**src/rtl/piso_shift_reg.sv**
```systemverilog
// ============================================================================
// Module      : piso_shift_reg
// Description : Parallel-in/serial-out shifter producing a gapless serial
//               stream, one bit per clock, reloading every WIDTH cycles.
// Revision    : 1.0 - initial release
// ============================================================================
`default_nettype none

module piso_shift_reg #(
    parameter int WIDTH     = 4,
    parameter bit MSB_FIRST = 1'b1
) (
    input  logic             clk,
    input  logic             rst,
    input  logic [WIDTH-1:0] in,
    output logic             out
);

    localparam int CW = $clog2(WIDTH) + 1;

    logic [WIDTH-1:0] r_shreg;
    logic [CW-1:0]    r_cnt;
    logic             r_out;

    logic             w_load;
    logic [WIDTH-1:0] w_src;
    logic [WIDTH-1:0] w_next_shreg;
    logic             w_next_bit;

    // Load and shift share one datapath: only the source word differs.
    assign w_load = (r_cnt == '0);
    assign w_src  = w_load ? in : r_shreg;

    generate
        if (MSB_FIRST) begin : g_msb_first
            assign w_next_bit   = w_src[WIDTH-1];
            assign w_next_shreg = {w_src[WIDTH-2:0], 1'b0};
        end else begin : g_lsb_first
            assign w_next_bit   = w_src[0];
            assign w_next_shreg = {1'b0, w_src[WIDTH-1:1]};
        end
    endgenerate

    always_ff @(posedge clk) begin
        if (rst) begin
            r_shreg <= '0;
            r_cnt   <= '0;
            r_out   <= 1'b0;
        end else begin
            r_out   <= w_next_bit;
            r_shreg <= w_next_shreg;
            r_cnt   <= w_load ? CW'(WIDTH - 1) : (r_cnt - CW'(1));
        end
    end

    assign out = r_out;

endmodule

`default_nettype wire

```
**config.mk**
```make
export PLATFORM = sky130hd
export DESIGN_NAME = piso_shift_reg
export DESIGN_NICKNAME = d
export VERILOG_FILES = /design/src/rtl/piso_shift_reg.sv
export SDC_FILE = /design/constraint.sdc
export NUM_CORES = 1
export LEC_CHECK = 0
export ABC_AREA = 1
export CAP_MARGIN = 30
export CORE_AREA = 2 2 39 41
export DETAILED_ROUTE_END_ITERATION = 16
export DIE_AREA = 0 0 41 43
export PLACE_DENSITY = 0.45
export SLEW_MARGIN = 5
export SYNTH_ARGS = -nofsm -noshare
export SYNTH_HDL_FRONTEND = slang
export SYNTH_SLANG_ARGS = --single-unit
```
**constraint.sdc**
```tcl
create_clock -name clk -period 1 [get_ports clk]
set_clock_uncertainty 0.1 [all_clocks]
set_input_delay 0.2 -clock clk [delete_from_list [all_inputs] [get_ports clk]]
set_output_delay 0.2 -clock clk [all_outputs]
set_load 0.005 [all_outputs]
```
==> flow_metrics.env, run 1 <==
export IMPL_run_status="completed"
export IMPL_syn_cell_area_um2=282.8
export IMPL_synth_cell_types=11
export IMPL_layout_cells_most_common_list="nand2_1, clkdlybuf4s50_1, dfxtp_1"
export IMPL_unrepaired_setup_endpoints_after_global_routing="true"
export IMPL_gr_usage_all_layers_pct=8.157
export IMPL_die_area_um2=1763
export IMPL_timing_final_setup_violations=0
export IMPL_cellPowerDensity_nw_per_um2=1839
export IMPL_synth_xor_xnor_area_share_pct=0
export IMPL_min_period_ns=0.9663
export IMPL_tightestPinTransition_ns=0.1566
export IMPL_power_report_internal_total_mw=0.5797
export IMPL_syn_nets=41
export IMPL_cts_repair_timing_setup_buffer_count=0
export IMPL_placement_io_buffers=6
export IMPL_clock_sinks=7
export IMPL_path_cells="inv_4, ha_4, nand2_8, nand3_2, nand2_1"
export IMPL_overflow=0
export IMPL_synthesized_area_fraction_occupied_by_and_or_nand_nor_cells_pct=30.09
export IMPL_initial_core_util_pct=20.43
export IMPL_design_portCount=7
export IMPL_timing_slew_headroom_pct=89.55
export IMPL_num_vias=248
export IMPL_dr_first_iter_drc_count=0
export IMPL_crit_path_max_fanout=7
export IMPL_share_seq_of_total_power_pct=40.6
export IMPL_mostFrequentLayoutCell="nand2_1"
export IMPL_cts_inserted_buffers=3
export IMPL_critPathKind="flop to flop"
export IMPL_crit_path_start_kind="flop"
export IMPL_synth_adder_area_share_pct=8.850
export IMPL_grt_start_max_net_pins=8
export IMPL_fin_total_pwr_mw=0.8447
export IMPL_die_height_um=43
export IMPL_critical_path_buf_inv_count=1
export IMPL_count_of_antenna_violating_nets_left_after_detailed_routing=0
export IMPL_area_inside_the_core_boundary_um2=1384
export IMPL_timing_hold_violations_final=0
export IMPL_worst_r2r_cell_count=5
export IMPL_length_of_the_first_detailed_routing_pass_in_iterations=1
export IMPL_synth_compound_gate_area_share_pct=3.540
export IMPL_ys_warn_count=0
export IMPL_critPathSlowestCell="dfxtp_2"
export IMPL_clkSlewWorstSetupHoldPaths_ns=0.06
export IMPL_switchingPower_mw=0.2650
export IMPL_finalNetCount=54
export IMPL_cp_data_arrival_time_ns=1.02
export IMPL_clk_latency_worst_skew_pair_ns=0.25
export IMPL_critical_path_max_stage_delay_ns=0.33
export IMPL_tritoncts="yes"
export IMPL_vdd_ir_drop_max_uv=648.1
export IMPL_slew_viol_final=0
export IMPL_htreeDepth=1
export IMPL_postLayoutCellArea_um2=459.2
export IMPL_dp_hpwl_um=362.2
export IMPL_critPathTopFamily="flip-flops"
export IMPL_achievable_frequency_mhz=1035
export IMPL_clk_root_buffer_cell="clkbuf_4"
export IMPL_die_width_um=41
export IMPL_combPwrFrac_pct=28.4
export IMPL_route_detailed_wl_per_inst_um=9.426
export IMPL_drcViolationCount=0
export IMPL_r2r_slack_ns=0.03
export IMPL_netSwitchingFraction_pct=31.37
export IMPL_hold_ws_ns=0.3433
export IMPL_antenna_found_initial=0
export IMPL_viasPerCell=4.066
export IMPL_n_fill_cell=148
export IMPL_cp_data_required_time_ns=1.05
export IMPL_synth_area_mux_share_pct=0
export IMPL_launch_point_of_the_critical_path="r_cnt[0]"
export IMPL_worst_setup_path_end_kind="flop"
export IMPL_gpl_final_weighted_congestion=0.6204
export IMPL_yosys_register_bits=7
export IMPL_worst_setup_path_endpoint="r_shreg[2]"
export IMPL_final_min_period_over_clock_period_pct=96.63
export IMPL_antenna_cells_inserted=0
export IMPL_synth_avg_cell_area_um2=8.569
export IMPL_r2r_start="r_cnt[0]"
export IMPL_clock_power_share_pct=31.0
export IMPL_cp_depth=5
export IMPL_largest_family_of_logic_cells_by_synthesized_area="simple AND/OR/NAND/NOR gates"
export IMPL_wl_um=575
export IMPL_max_cap_violations=0
export IMPL_grt_first_pass_wirelength_um=883
export IMPL_area_growth_synth_to_final_pct=62.39
export IMPL_share_of_the_yosys_chip_area_belonging_to_registers_pct=49.56
export IMPL_post_route_cells_drive_above_1_share_pct=48.89
export IMPL_std_cell_rows=14
export IMPL_placement_cell_area_um2=377.9
export IMPL_grt_pass1_vias=209
export IMPL_cts_buffer_depth=2
export IMPL_holdCritPathClass="flop to flop"
export IMPL_worstReg2RegEnd="r_shreg[2]"
export IMPL_cellLeakagePower_nw=0.1975
export IMPL_holdBufCountCts=0
export IMPL_syn_inst=33
per-layer routing:
layer  up-vias  track usage (%)  wire, um
li1        131                -         -
met2         9            9.688       251
met5         -                0         0
met1       106            9.416       252
met3         2            6.283        61
met4         0            6.000        10
final cells by class:
cell class	count	area (um^2)	area share, %
multi-input cells	20	171.4	37.33
flip-flops and latches	7	142.6	31.06
repair buffers	8	70.07	15.26
inverters	6	27.53	5.995
clock buffers	3	22.52	4.905
well taps	16	20.02	4.360
clock inverters	1	5.005	1.090
cell families (layout without fill, tap and decap cells):
logic type               count (synthesis)  count (layout)
AO/OA/AOI/OAI                            2               2
flip-flops                               7               7
AND/OR/NAND/NOR                         16              16
buffers and inverters                    6              18
adder cells (fa/ha/maj)                  2               2
how the worst min path moves through the flow:
stage / end / from / slack [ns] / cells after the start
after floorplan: r_cnt[0] / rst / 0.17 / 1
after global placement: r_shreg[3] / r_shreg[2] / 0.34 / 2
after detailed placement: out / r_shreg[3] / 0.34 / 2
after CTS: r_shreg[3] / r_shreg[2] / 0.35 / 2
after global routing: r_shreg[3] / r_shreg[2] / 0.37 / 2
final: out / r_shreg[3] / 0.34 / 2
per-stage QoR:
stage                     util (%)  TNS [ns]  setup WS [ns]  instances
after floorplan                  -         0       0.004477         33
after global placement       27.31   -0.8027        -0.1249         57
after detailed placement     27.31   -0.8063        -0.1352         57
after CTS                    29.84         0        0.01372         61
after global routing         33.18  -0.08437       -0.02780         61
final                        33.18         0        0.03367         61
power groups by stage:
stage	Combinational, mW	Clock, mW	Sequential [mW]
after floorplan	0.110	0	0.335
after global placement	0.171	0	0.336
after detailed placement	0.173	0	0.336
after CTS	0.186	0.283	0.331
after global routing	0.271	0.294	0.347
final	0.240	0.262	0.343
synthesized netlist by cell type (all sizes together):
master | number | area (um^2)
nand4 | 3 | 18.77
ha | 2 | 25.02
a21oi | 2 | 10.01
nand3 | 3 | 15.01
nor3 | 1 | 10.01
inv | 6 | 22.52
nand2 | 8 | 37.54
nor2 | 1 | 3.750
dfxtp | 7 | 140.1
worst min-delay path, cell delays in order (launching register included):
cell     delay (ns)
dfxtp_1        0.30
nand3_2        0.06
nand2_1        0.04
registers in the layout (all words and copies together), names as in the netlist:
| signal | cells |
|---|---|
| out | 1 |
| r_cnt | 3 |
| r_shreg | 3 |
what timing repair did:
action	in CTS	in global routing
setup endpoints to repair	8	5
pin swaps	1	6
endpoints found under the hold margin	0	0
gates cloned	0	0
gates resized for setup	7	13
No activity file was read; power rests on OpenSTA's default activity.
==> run 2: changes to the inputs <==
--- a/config.mk
+++ b/config.mk
@@ -10,7 +10,9 @@
 export CORE_AREA = 2 2 39 41
 export DETAILED_ROUTE_END_ITERATION = 16
 export DIE_AREA = 0 0 41 43
+export GPL_ROUTABILITY_DRIVEN = 0
 export PLACE_DENSITY = 0.45
+export REMOVE_ABC_BUFFERS = 1
 export SLEW_MARGIN = 5
 export SYNTH_ARGS = -nofsm -noshare
 export SYNTH_HDL_FRONTEND = slang
==> results of run 2 <==
Same layout as run 1: the final DEF is identical, and so are final timing and power.
==> run 3: changes to the inputs <==
--- a/config.mk
+++ b/config.mk
@@ -10,8 +10,6 @@
 export CORE_AREA = 2 2 39 41
 export DETAILED_ROUTE_END_ITERATION = 16
 export DIE_AREA = 0 0 41 43
-export GPL_ROUTABILITY_DRIVEN = 0
-export PLACE_DENSITY = 0.45
 export REMOVE_ABC_BUFFERS = 1
 export SLEW_MARGIN = 5
 export SYNTH_ARGS = -nofsm -noshare
==> flow_metrics.env, run 3 (synthesis gave the netlist of run 1 again) <==
export IMPL_run_status="completed"
export IMPL_num_vias=244
export IMPL_cp_data_required_time_ns=1.09
export IMPL_clk_latency_worst_skew_pair_ns=0.25
export IMPL_layout_cells_most_common_list="nand2_1, dfxtp_1, clkdlybuf4s50_1"
export IMPL_hold_ws_ns=0.3219
export IMPL_slew_viol_final=0
export IMPL_initial_core_util_pct=20.43
export IMPL_area_growth_synth_to_final_pct=50.44
export IMPL_count_of_antenna_violating_nets_left_after_detailed_routing=0
export IMPL_clk_root_buffer_cell="clkbuf_4"
export IMPL_timing_final_setup_violations=0
export IMPL_grt_first_pass_wirelength_um=903
export IMPL_min_period_ns=0.9563
export IMPL_cts_inserted_buffers=3
export IMPL_antenna_cells_inserted=0
export IMPL_netSwitchingFraction_pct=28.80
export IMPL_area_inside_the_core_boundary_um2=1384
export IMPL_critical_path_max_stage_delay_ns=0.33
export IMPL_die_width_um=41
export IMPL_share_seq_of_total_power_pct=42.7
export IMPL_cellLeakagePower_nw=0.1919
export IMPL_finalNetCount=54
export IMPL_placement_io_buffers=6
export IMPL_power_report_internal_total_mw=0.5583
export IMPL_r2r_slack_ns=0.04
export IMPL_cts_buffer_depth=2
export IMPL_die_area_um2=1763
export IMPL_clock_sinks=7
export IMPL_drcViolationCount=0
export IMPL_worst_setup_path_end_kind="flop"
export IMPL_holdCritPathClass="flop to flop"
export IMPL_clock_power_share_pct=33.1
export IMPL_achievable_frequency_mhz=1046
export IMPL_crit_path_start_kind="flop"
export IMPL_critPathKind="flop to flop"
export IMPL_path_cells="inv_2, ha_4, nand2_4, nand2_1, nor2_1"
export IMPL_fin_tns_setup_ns=0
export IMPL_cts_repair_timing_setup_buffer_count=0
export IMPL_grt_pass1_vias=239
export IMPL_post_route_cells_drive_above_1_share_pct=37.78
export IMPL_unrepaired_setup_endpoints_after_global_routing="false"
export IMPL_htreeDepth=1
export IMPL_mostFrequentLayoutCell="nand2_1"
export IMPL_combPwrFrac_pct=24.2
export IMPL_design_portCount=7
export IMPL_gpl_final_weighted_congestion=0.6924
export IMPL_fin_total_pwr_mw=0.7842
export IMPL_cp_data_arrival_time_ns=1.05
export IMPL_wl_um=506
export IMPL_critPathSlowestCell="dfxtp_2"
export IMPL_clkSlewWorstSetupHoldPaths_ns=0.05
export IMPL_max_cap_violations=0
export IMPL_critical_path_buf_inv_count=1
export IMPL_critPathTopFamily="flip-flops"
export IMPL_length_of_the_first_detailed_routing_pass_in_iterations=1
export IMPL_cellPowerDensity_nw_per_um2=1843
export IMPL_std_cell_rows=14
export IMPL_tightestPinTransition_ns=0.1392
export IMPL_antenna_found_initial=0
export IMPL_grt_start_max_net_pins=8
export IMPL_timing_hold_violations_final=0
export IMPL_timing_slew_headroom_pct=90.71
export IMPL_tritoncts="yes"
export IMPL_die_height_um=43
export IMPL_dr_first_iter_drc_count=0
export IMPL_route_detailed_wl_per_inst_um=8.295
export IMPL_dp_hpwl_um=368.7
export IMPL_crit_path_max_fanout=7
export IMPL_final_min_period_over_clock_period_pct=95.63
export IMPL_switchingPower_mw=0.2258
export IMPL_viasPerCell=4.000
export IMPL_gr_usage_all_layers_pct=8.468
export IMPL_vdd_ir_drop_max_uv=957.8
export IMPL_overflow=0
## run 3: cell count changes in the layout (fill, tap and decap cells not counted), sizes merged
| cell | before | now |
|---|---|---|
| clkbuf | 3 | 4 |
| clkinv | 1 | 0 |
## run 3: per-stage QoR
step	instances	util [%]	cell area, um^2	setup WS (ns)
after floorplan	33	-	282.8	0.004477
after global placement	57	27.31	377.9	-0.1484
after detailed placement	57	27.31	377.9	-0.1911
after CTS	61	29.75	411.6	0.009370
after global routing	61	30.74	425.4	0.002618
final	61	30.74	425.4	0.04375
## run 3: routing by layer
metal	part of all wire, %	track usage, %
met1	44	7.818
met2	45	11.25
met3	11	9.424
met4	0	4.000
met5	0	0
## run 3: worst paths after layout
kind         startpoint        to  cells after the start
max            r_cnt[0]  r_cnt[2]                      5
min            r_cnt[0]  r_cnt[0]                      1
max reg2reg    r_cnt[0]  r_cnt[2]                      5
min reg2reg    r_cnt[0]  r_cnt[0]                      1
## run 3: final cells by class
class                      count  area [um^2]
clock buffer                   4        26.28
sequential                     7        141.4
inverter                       6        22.52
fill                         153        958.4
multi-input combinational     20        145.1
tap                           16        20.02
timing repair buffer           8        70.07
## run 3: power by group through the flow
| stage | sequential (mW) | combinational [mW] | clock (mW) |
|---|---|---|---|
| floorplan | 0.335 | 0.110 | 0 |
| global placement | 0.336 | 0.165 | 0 |
| detailed placement | 0.337 | 0.171 | 0 |
| CTS | 0.331 | 0.187 | 0.270 |
| global route | 0.339 | 0.216 | 0.300 |
| finish | 0.335 | 0.190 | 0.259 |
## run 3: repair_timing
action	CTS	global route
gates resized for setup	7	5
hold buffers	0	0
endpoints found under the setup margin	8	4
pin swaps	0	4
